===== config.mk =====
export PLATFORM = sky130hd
export DESIGN_NAME = retire_unit_gen2
export DESIGN_NICKNAME = d
export VERILOG_FILES = /design/src/rtl/retire_unit_gen2.sv
export SDC_FILE = /design/constraint.sdc
export NUM_CORES = 1
export LEC_CHECK = 0
export ABC_AREA = 1
export ABC_CLOCK_PERIOD_IN_PS = 13700
export CAP_MARGIN = 25
export CORE_ASPECT_RATIO = 0.5
export CORE_MARGIN = 3
export CORE_UTILIZATION = 46
export DETAILED_ROUTE_END_ITERATION = 8
export PLACE_DENSITY_LB_ADDON = 0.05
export REMOVE_ABC_BUFFERS = 1
export SYNTH_ARGS = -nofsm -noshare
export SYNTH_HDL_FRONTEND = slang
export SYNTH_SLANG_ARGS = --single-unit

===== constraint.sdc =====
create_clock -name clock -period 13.7 [get_ports clock]
set_input_delay 1.37 -clock clock [delete_from_list [all_inputs] [get_ports clock]]
set_output_delay 1.37 -clock clock [all_outputs]
set_load 0.05 [all_outputs]

===== src/rtl/retire_unit_gen2.sv =====
// N-wide in-order commit stage: retires the oldest contiguous completed ROB head entries,
// ends a group at a mispredict (flush) or halt (sticky), and reports frees/arch writes a cycle later.
module retire_unit_gen2 #(
    parameter int N = 4,
    parameter int PHYS_REGS = 64,
    parameter int ARCH_REGS = 32,
    parameter int MAX_ST = 1,
    parameter int CNT_W = 32,
    localparam int PREG_W = $clog2(PHYS_REGS),
    localparam int AREG_W = $clog2(ARCH_REGS),
    localparam int NUM_W = $clog2(N + 1)
) (
    input  logic                  clock,
    input  logic                  reset,
    input  logic [NUM_W-1:0]      rob_valid_cnt,
    input  logic [N*PREG_W-1:0]   rob_T_new,
    input  logic [N*PREG_W-1:0]   rob_T_old,
    input  logic [N*AREG_W-1:0]   rob_arch_reg,
    input  logic [N-1:0]          rob_is_store,
    input  logic [N-1:0]          rob_mispredict,
    input  logic [N-1:0]          rob_halt,
    input  logic [PHYS_REGS-1:0]  complete_list,
    input  logic [NUM_W-1:0]      sq_commit_room,
    output logic [NUM_W-1:0]      num_retiring,
    output logic [NUM_W-1:0]      stores_retiring,
    output logic [N-1:0]          free_valid,
    output logic [N*PREG_W-1:0]   free_preg,
    output logic [N-1:0]          arch_wr_en,
    output logic [N*AREG_W-1:0]   arch_wr_idx,
    output logic [N*PREG_W-1:0]   arch_wr_preg,
    output logic                  flush,
    output logic                  halted,
    output logic [CNT_W-1:0]      retired_count,
    output logic [1:0]            state_dbg
);

    // Handshake: there is no valid/ready pair here; the ROB pops exactly num_retiring
    // head entries at the clock edge that follows the cycle in which it is presented.

    typedef enum logic [1:0] {
        S_RUN    = 2'd0,
        S_FLUSH  = 2'd1,
        S_HALTED = 2'd2
    } state_t;

    localparam logic [NUM_W:0]   MAX_ST_W = (NUM_W + 1)'(MAX_ST);
    localparam logic [NUM_W-1:0] N_W      = NUM_W'(N);

    state_t state_q, state_d;

    logic [NUM_W-1:0]  eff_cnt;
    logic [NUM_W:0]    st_lim;
    logic [N-1:0]      retire_vec;
    logic              go;
    logic [NUM_W:0]    st_cnt;
    logic [NUM_W:0]    st_next;
    logic [NUM_W-1:0]  nr;
    logic [PREG_W-1:0] t_new_i;
    logic              mis_ret;
    logic              halt_ret;

    assign eff_cnt = (rob_valid_cnt > N_W) ? N_W : rob_valid_cnt;
    assign st_lim  = ({1'b0, sq_commit_room} > MAX_ST_W) ? MAX_ST_W : {1'b0, sq_commit_room};

    // Walk slots oldest first; the first blocked slot stops the whole group.
    always_comb begin
        retire_vec = '0;
        st_cnt     = '0;
        st_next    = '0;
        nr         = '0;
        t_new_i    = '0;
        go         = (state_q == S_RUN) && !reset;
        for (int i = 0; i < N; i++) begin
            t_new_i = rob_T_new[i*PREG_W +: PREG_W];
            st_next = st_cnt + (NUM_W + 1)'(rob_is_store[i]);
            if (go && (NUM_W'(i) < eff_cnt) && complete_list[t_new_i] && (st_next <= st_lim)) begin
                retire_vec[i] = 1'b1;
                st_cnt        = st_next;
                nr            = nr + NUM_W'(1);
                if (rob_mispredict[i] || rob_halt[i]) begin
                    go = 1'b0;
                end
            end else begin
                go = 1'b0;
            end
        end
    end

    assign num_retiring    = nr;
    assign stores_retiring = st_cnt[NUM_W-1:0];
    assign mis_ret         = |(retire_vec & rob_mispredict);
    assign halt_ret        = |(retire_vec & rob_halt);
    assign state_dbg       = state_q;

    always_comb begin
        state_d = state_q;
        case (state_q)
            S_RUN: begin
                if (halt_ret) begin
                    state_d = S_HALTED;
                end else if (mis_ret) begin
                    state_d = S_FLUSH;
                end
            end
            S_FLUSH:  state_d = S_RUN;
            S_HALTED: state_d = S_HALTED;
            default:  state_d = S_RUN;
        endcase
    end

    always_ff @(posedge clock or posedge reset) begin
        if (reset) begin
            state_q       <= S_RUN;
            flush         <= 1'b0;
            halted        <= 1'b0;
            retired_count <= '0;
            free_valid    <= '0;
            free_preg     <= '0;
            arch_wr_en    <= '0;
            arch_wr_idx   <= '0;
            arch_wr_preg  <= '0;
        end else begin
            state_q       <= state_d;
            flush         <= (state_d == S_FLUSH);
            halted        <= (state_d == S_HALTED);
            retired_count <= retired_count + CNT_W'(num_retiring);
            for (int i = 0; i < N; i++) begin
                if (retire_vec[i]) begin
                    free_valid[i]                    <= (rob_T_old[i*PREG_W +: PREG_W] != '0);
                    free_preg[i*PREG_W +: PREG_W]    <= rob_T_old[i*PREG_W +: PREG_W];
                    arch_wr_en[i]                    <= (rob_arch_reg[i*AREG_W +: AREG_W] != '0);
                    arch_wr_idx[i*AREG_W +: AREG_W]  <= rob_arch_reg[i*AREG_W +: AREG_W];
                    arch_wr_preg[i*PREG_W +: PREG_W] <= rob_T_new[i*PREG_W +: PREG_W];
                end else begin
                    free_valid[i]                    <= 1'b0;
                    free_preg[i*PREG_W +: PREG_W]    <= '0;
                    arch_wr_en[i]                    <= 1'b0;
                    arch_wr_idx[i*AREG_W +: AREG_W]  <= '0;
                    arch_wr_preg[i*PREG_W +: PREG_W] <= '0;
                end
            end
        end
    end

    a_nr_le_valid: assert property (@(posedge clock) disable iff (reset)
        num_retiring <= rob_valid_cnt);

    for (genvar g = 0; g < N; g++) begin : g_chk
        a_retire_complete: assert property (@(posedge clock) disable iff (reset)
            retire_vec[g] |-> complete_list[rob_T_new[g*PREG_W +: PREG_W]]);
        a_free_nonzero: assert property (@(posedge clock) disable iff (reset)
            free_valid[g] |-> (free_preg[g*PREG_W +: PREG_W] != '0));
    end

endmodule


-- Word-level counts from Yosys, hierarchy flattened
Index checks and enable logic that the tools add are counted.
- memories kept: 0
- bits of input ports: 152
- bits in writable memories: 0
- register bits after elaboration: 112
- bits in latches: 0
- memory bits (read-only): 0
- logic and storage cells: 114
- multiplexer cells: 51
- div/mod/pow operators: 0
- shift operators: 0
- bitwise logic cells: 2
- reductions and logical operators: 28
- add/subtract/negate cells: 7
- magnitude comparators: 14
- equal/unequal tests: 3
- multipliers: 0
- operators by type and width (cell ; count):
    $mux W6 ; 8
    $add A32 B3 Y32 ; 1
    $lt A6 B7 Y1 const B ; 4
    $bmux W1 S6 ; 4
    $mux W1 ; 24
    $reduce_bool A6 Y1 ; 4
    $mux W5 ; 4
    $reduce_bool A5 Y1 ; 4
    $mux W3 ; 6
    $logic_and A1 B1 Y1 ; 13
    $add A4 B1 Y4 ; 3
    $le A4 B3 Y1 ; 3
    $add A3 B1 Y3 const B ; 3
    $and A4 B4 Y4 ; 2
    $mux W4 ; 2
    $reduce_or A4 Y1 ; 2
    $lt A1 B3 Y1 const A ; 2
    $lt A2 B3 Y1 const A ; 2
    $eq A2 B2 Y1 const B ; 2
    $mux W2 ; 2
    $pmux W2 S2 ; 1
    $gt A3 B1 Y1 const B ; 1
    $gt A3 B3 Y1 const B ; 1
    $le A1 B3 Y1 ; 1
    other kinds (4) ; 6

-- Logic depth before layout (Yosys ltp)
- word-level depth: 25
- depth in mapped cells: 67
- gate-level depth less buffers: 65

-- Worst setup path after synthesis
No wires, ideal clock.
- kind: in2reg
- from: input port reset
- to: register retired_count[28]
- setup slack: 2247 ps
- data required time: 13618 ps
- cell stages on the path: 58
- arrival: 11371 ps
- buffers on the path: 1
- cell sequence: inv_1 -> nand2_1 -> nor2_1 -> nand2_4 -> nor2_1 -> ha_1 -> inv_1 -> ha_1 -> inv_1 -> a21oi_1 -> a21oi_1 -> nor3_1 -> nand3_2 -> nor2_8 -> inv_1 -> clkbuf_1 -> nor2_1 -> ha_1 -> [22 not listed] -> nand2_1 -> nand2_1 -> ha_1 -> nand2_1 -> a21oi_2 -> inv_2 -> nor2_2 -> inv_2 -> nor2_2 -> inv_2 -> nor2_2 -> inv_2 -> nor2_2 -> inv_2 -> nor3_2 -> nand4_1 -> nor3_2 -> xor2_1
- longest elaborated chain between the ends: 19
- elaborated cells on any way between the ends: 37
- classes of those cells: add/sub (7); order compare (3); mux (13); reduce/logical (14)
- RTL lines (what ; RTL line ; text):
    start: declaration ; 14 ; input logic reset,
    $logic_not A1 Y1 (no line) (*) ; n/a ;
    $logic_and A1 B1 Y1 (*) ; 72 ; go = (state_q == S_RUN) && !reset;
    $logic_and A1 B1 Y1 (3 in a row) ; 76 ; if (go && (NUM_W'(i) < eff_cnt) && complete_list[t_new_i] && (st_next <= st_lim)) begin
    $mux W1 ; 76 ;
    $add A4 B1 Y4 / $logic_and A1 B1 Y1 (equally long branches) ; 75, 76 ;
    $le A4 B3 Y1 / $logic_and A1 B1 Y1 (equally long branches) ; 76 ;
    $logic_and A1 B1 Y1 ; 76 ;
    $mux W4 / $mux W1 (equally long branches) ; 76 ;
    [2 not listed] ; n/a ;
    $logic_and A1 B1 Y1 ; 76 ;
    $mux W4 / $mux W1 (equally long branches) ; 76 ;
    $add A4 B1 Y4 / $logic_and A1 B1 Y1 (equally long branches) ; 75, 76 ;
    $le A4 B3 Y1 / $logic_and A1 B1 Y1 (equally long branches) ; 76 ;
    $logic_and A1 B1 Y1 ; 76 ;
    $mux W3 (*) ; 76 ;
    net num_retiring[2] ; 24 ; output logic [NUM_W-1:0] num_retiring,
    $add A32 B3 Y32 (*) ; 126 ; retired_count <= retired_count + CNT_W'(num_retiring);
    end signal: assignment ; 126 ;
    end: declaration ; 33 ; output logic [CNT_W-1:0] retired_count,
Mark *: on every way through the listed nets, which the timed path passes. The rest lies on a longest branch.

-- Worst setup path after layout
- from: input port rob_T_new[0]
- to: output port num_retiring[1]
- longest elaborated chain between the ends: 17
- elaborated cells on any way between the ends: 34
- classes of those cells: add/sub (6); order compare (3); mux (14); reduce/logical (11)
- RTL lines (what ; RTL line ; text):
    start: declaration ; 16 ; input logic [N*PREG_W-1:0] rob_T_new,
    $bmux W1 S6 (*) ; 76 ;
    $mux W1 (not written as such) (*) ; 76 ;
    $logic_and A1 B1 Y1 (*) (2 in a row) ; 76 ;
    $mux W1 ; 76 ;
    $add A4 B1 Y4 / $logic_and A1 B1 Y1 (equally long branches) ; 75, 76 ;
    $le A4 B3 Y1 / $logic_and A1 B1 Y1 (equally long branches) ; 76 ;
    $logic_and A1 B1 Y1 ; 76 ;
    $mux W4 / $mux W1 (equally long branches) ; 76 ;
    $add A4 B1 Y4 / $logic_and A1 B1 Y1 (equally long branches) ; 75, 76 ;
    $le A4 B3 Y1 / $logic_and A1 B1 Y1 (equally long branches) ; 76 ;
    $logic_and A1 B1 Y1 ; 76 ;
    $mux W4 / $mux W1 (equally long branches) ; 76 ;
    $add A4 B1 Y4 / $logic_and A1 B1 Y1 (equally long branches) ; 75, 76 ;
    $le A4 B3 Y1 / $logic_and A1 B1 Y1 (equally long branches) ; 76 ;
    $logic_and A1 B1 Y1 ; 76 ;
    $mux W3 (*) ; 76 ;
    end: declaration ; 24 ;
Every way passes the cells marked *; elsewhere a longest branch is shown, timed or not. The select of a mux whose other input is x is not followed.

==> results.yml <==
worst_setup_path:
  r2r_start: "state_dbg[1]$_DFF_PP0_"
  r2r_setup_slack_ns: 4.05
  crit_family: "simple AND/OR/NAND/NOR gates"
  endpoint_kind: "output pin"
  arrival_ns: 10.72
  rr_worst_depth: 53
  path_buf_inv: 9
  crit_required_ns: 12.33
  cp.depth: 50
  slowest_stage: "clkdlybuf4s50_1"
  cp_max_fo: 33
  max_stage_delay_ns: 0.86
  startpoint: "rob_T_new[0]"
  path_class: "input port to output pin"
  critPathLaunchType: "input port"
  r2r_end: "retired_count[29]$_DFF_PP0_"
  cpMostUsedCell: "ha_1"
  cp-endpoint: "num_retiring[1]"
pwr:
  cellLeakagePower_nw: 5.31
  p_clk_frac: 0.344
  combinationalPowerShare: 0.214
  p_seq_frac: 0.442
  p_sw_mw: 0.219
  p_total_mw: 0.747
  peakVddDrop_mv: 0.0519
  powerDensity_nw_per_um2: 70.6
  p_int_mw: 0.528
  swShare: 0.294
synthesis:
  postSynthCellCount: 1071
  ys_ff_latch: 112
  synth_area_per_cell_um2: 7.08
  yosys.cell_types.count: 46
  synth_warnings: 0
  syn_area_um2: 7580
  seq_area_frac_synth: 0.370
floorplanning:
  io_pins: 270
  coreArea_um2: 15800
  rows: 32
  start_util: 0.480
  die_w_um: 188
  die_area_um2: 18100
  dieHeight_um: 96.8
clock_network:
  cts_buffers: 9
  cts_resized: 0
  clock-root-buffer: "clkbuf_16"
  numClockSinks: 112
  h-tree-depth: 3
  clk_latency_ns: 0.35
  cts_setup_buffers: 0
  cts_tree: "yes"
  clk_path_buf_depth: 2
  clk_pin_slew_ns: 0.08
  ctsHoldBuffers: 0
sta:
  fin_crit_sh: 0.883
  hold_viol_final: 0
  finClkSkew_ns: 0.00511
  timing.fmax_ghz: 0.0827
  setup_viol: 0
  holdWs_ns: 0.476
  slew_headroom: 0.437
  tightest_slew_ns: 0.841
  fin_crit_ns: 12.09
  grt_setup_unrepaired: "false"
  tns_ns: 0
  slew_viol_final: 0
final_layout:
  layout_commonest_cell: "clkdlybuf4s50_1"
  layout_common_cells: "269 x clkdlybuf4s50_1, 250 x nand2_1, 189 x nand3_1, 135 x inv_1, 112 x dfrtp_1"
  postLayoutCoreUtil: 0.671
  stdcell_area_um2: 10600
  fin_nets: 1486
  diodes: 0
  drive_gt1_frac: 0.0501
  syn_to_final_growth_pct: 39.7
job:
  maxCapViolations: 0
drt:
  vias_per_cell: 5.39
  drt-pass1-iter-count: 6
  ant_nets: 0
  initialDrtViolationCount: 751
  vias: 8289
  drt_wl_total_mm: 26.0
  wl_per_cell_um: 16.9
  drcViolationCount: 0
global_routing:
  antenna_found_initial: 0
  grt_pass1_vias: 7982
  grt_max_degree: 80
  grt_usage: 0.277
  grt_pass1_wl_mm: 41.0
  overflow: 0
outcome:
  status: "complete, no violations"
min_path:
  holdCritPathClass: "flip-flop to flip-flop"
placement:
  place.gp.congestion: 0.987
  io_buffers: 269
  dp_hpwl_mm: 19.2
  place_area_um2: 10300
[metal layers]
metal,share of wire,vias to the layer above,GRT usage
li1,-,3923,-
met1,0.40,3812,0.362
met2,0.47,481,0.466
met3,0.10,73,0.0518
met4,0.027,0,0.0950
met5,0,-,0
[worst register-to-register path: cells and delay by family (launching register included)]
kind / cells / cell delay, ns
adder cells (fa/ha/maj): 9 / 2.10
flip-flops: 1 / 0.41
XOR/XNOR: 1 / 0.13
buffers and inverters: 7 / 0.89
AO/OA/AOI/OAI: 9 / 1.16
AND/OR/NAND/NOR: 27 / 4.81
[how the worst min path moves through the flow]
stage,startpoint,endpoint,slack (ns),depth (start not counted)
final,retired_count[31]$_DFF_PP0_,retired_count[31]$_DFF_PP0_,0.48,1
after global routing,retired_count[31]$_DFF_PP0_,retired_count[31]$_DFF_PP0_,0.52,1
after CTS,retired_count[31]$_DFF_PP0_,retired_count[31]$_DFF_PP0_,0.48,1
after detailed placement,retired_count[31]$_DFF_PP0_,retired_count[31]$_DFF_PP0_,0.47,1
after global placement,retired_count[31]$_DFF_PP0_,retired_count[31]$_DFF_PP0_,0.47,1
after floorplan,retired_count[31]$_DFF_PP0_,retired_count[31]$_DFF_PP0_,0.79,1
[cell type report]
class / instances / area [um2]
fill: 1346 / 5190
inverter: 152 / 583
sequential: 112 / 2800
tap: 221 / 277
clock inverter: 6 / 60.1
multi-input combinational: 760 / 3860
timing repair buffer: 278 / 2780
clock buffer: 10 / 229
[kinds of logic after synthesis]
kind of cell / after synthesis / share of synthesized area
buf+inv: 203 / 0.123
simple gates: 585 / 0.348
xor+xnor: 31 / 0.0358
other cells: 1 / 0.000495
fa+ha+maj: 21 / 0.0357
compound gates: 118 / 0.0865
flops: 112 / 0.370
[synth_stat cells, drive strengths merged]
master  number  area (um2)
a21oi       51         263
a22oi        1        7.51
a31oi        4        31.3
a32oi        1        8.76
buf         41         318
clkbuf      10        37.5
clkinv       3        11.3
conb         1        3.75
dfrtp      112        2800
fa           1        20.0
ha          20         250
inv        149         569
nand2      255         998
nand3      191         966
nand3b       2        15.0
nand4        5        31.3
nor2       110         468
nor3         6        40.0
nor4        12        93.8
nor4b        1        8.76
o211ai      11        82.6
o21ai       48         244
o22ai        2        18.8
or2          2        12.5
or3          1        6.26
xnor2       13         114
xor2        18         158
[sequential cells by signal (all words and copies together) (netlist names)]
| signal | flops |
|---|---|
| free_preg | 24 |
| flush | 1 |
| arch_wr_preg | 24 |
| halted | 1 |
| arch_wr_idx | 20 |
| free_valid | 4 |
| retired_count | 32 |
| state_dbg | 2 |
| arch_wr_en | 4 |
[through the flow]
| step | cells | setup slack [ns] |
|---|---|---|
| floorplan | 1024 | 1.81 |
| global placement | 1522 | 2.21 |
| detailed placement | 1522 | 1.64 |
| CTS | 1538 | 1.65 |
| global route | 1539 | 0.615 |
| finish | 1539 | 1.61 |
[power by group through the flow]
stage / Sequential, mW / Clock [mW] / Combinational [mW]
global route: 0.330 / 0.275 / 0.174
floorplan: 0.337 / 0 / 0.0669
global placement: 0.337 / 0 / 0.153
CTS: 0.330 / 0.263 / 0.155
finish: 0.330 / 0.257 / 0.160
detailed placement: 0.337 / 0 / 0.155
Power figures use the tool's default switching activity.
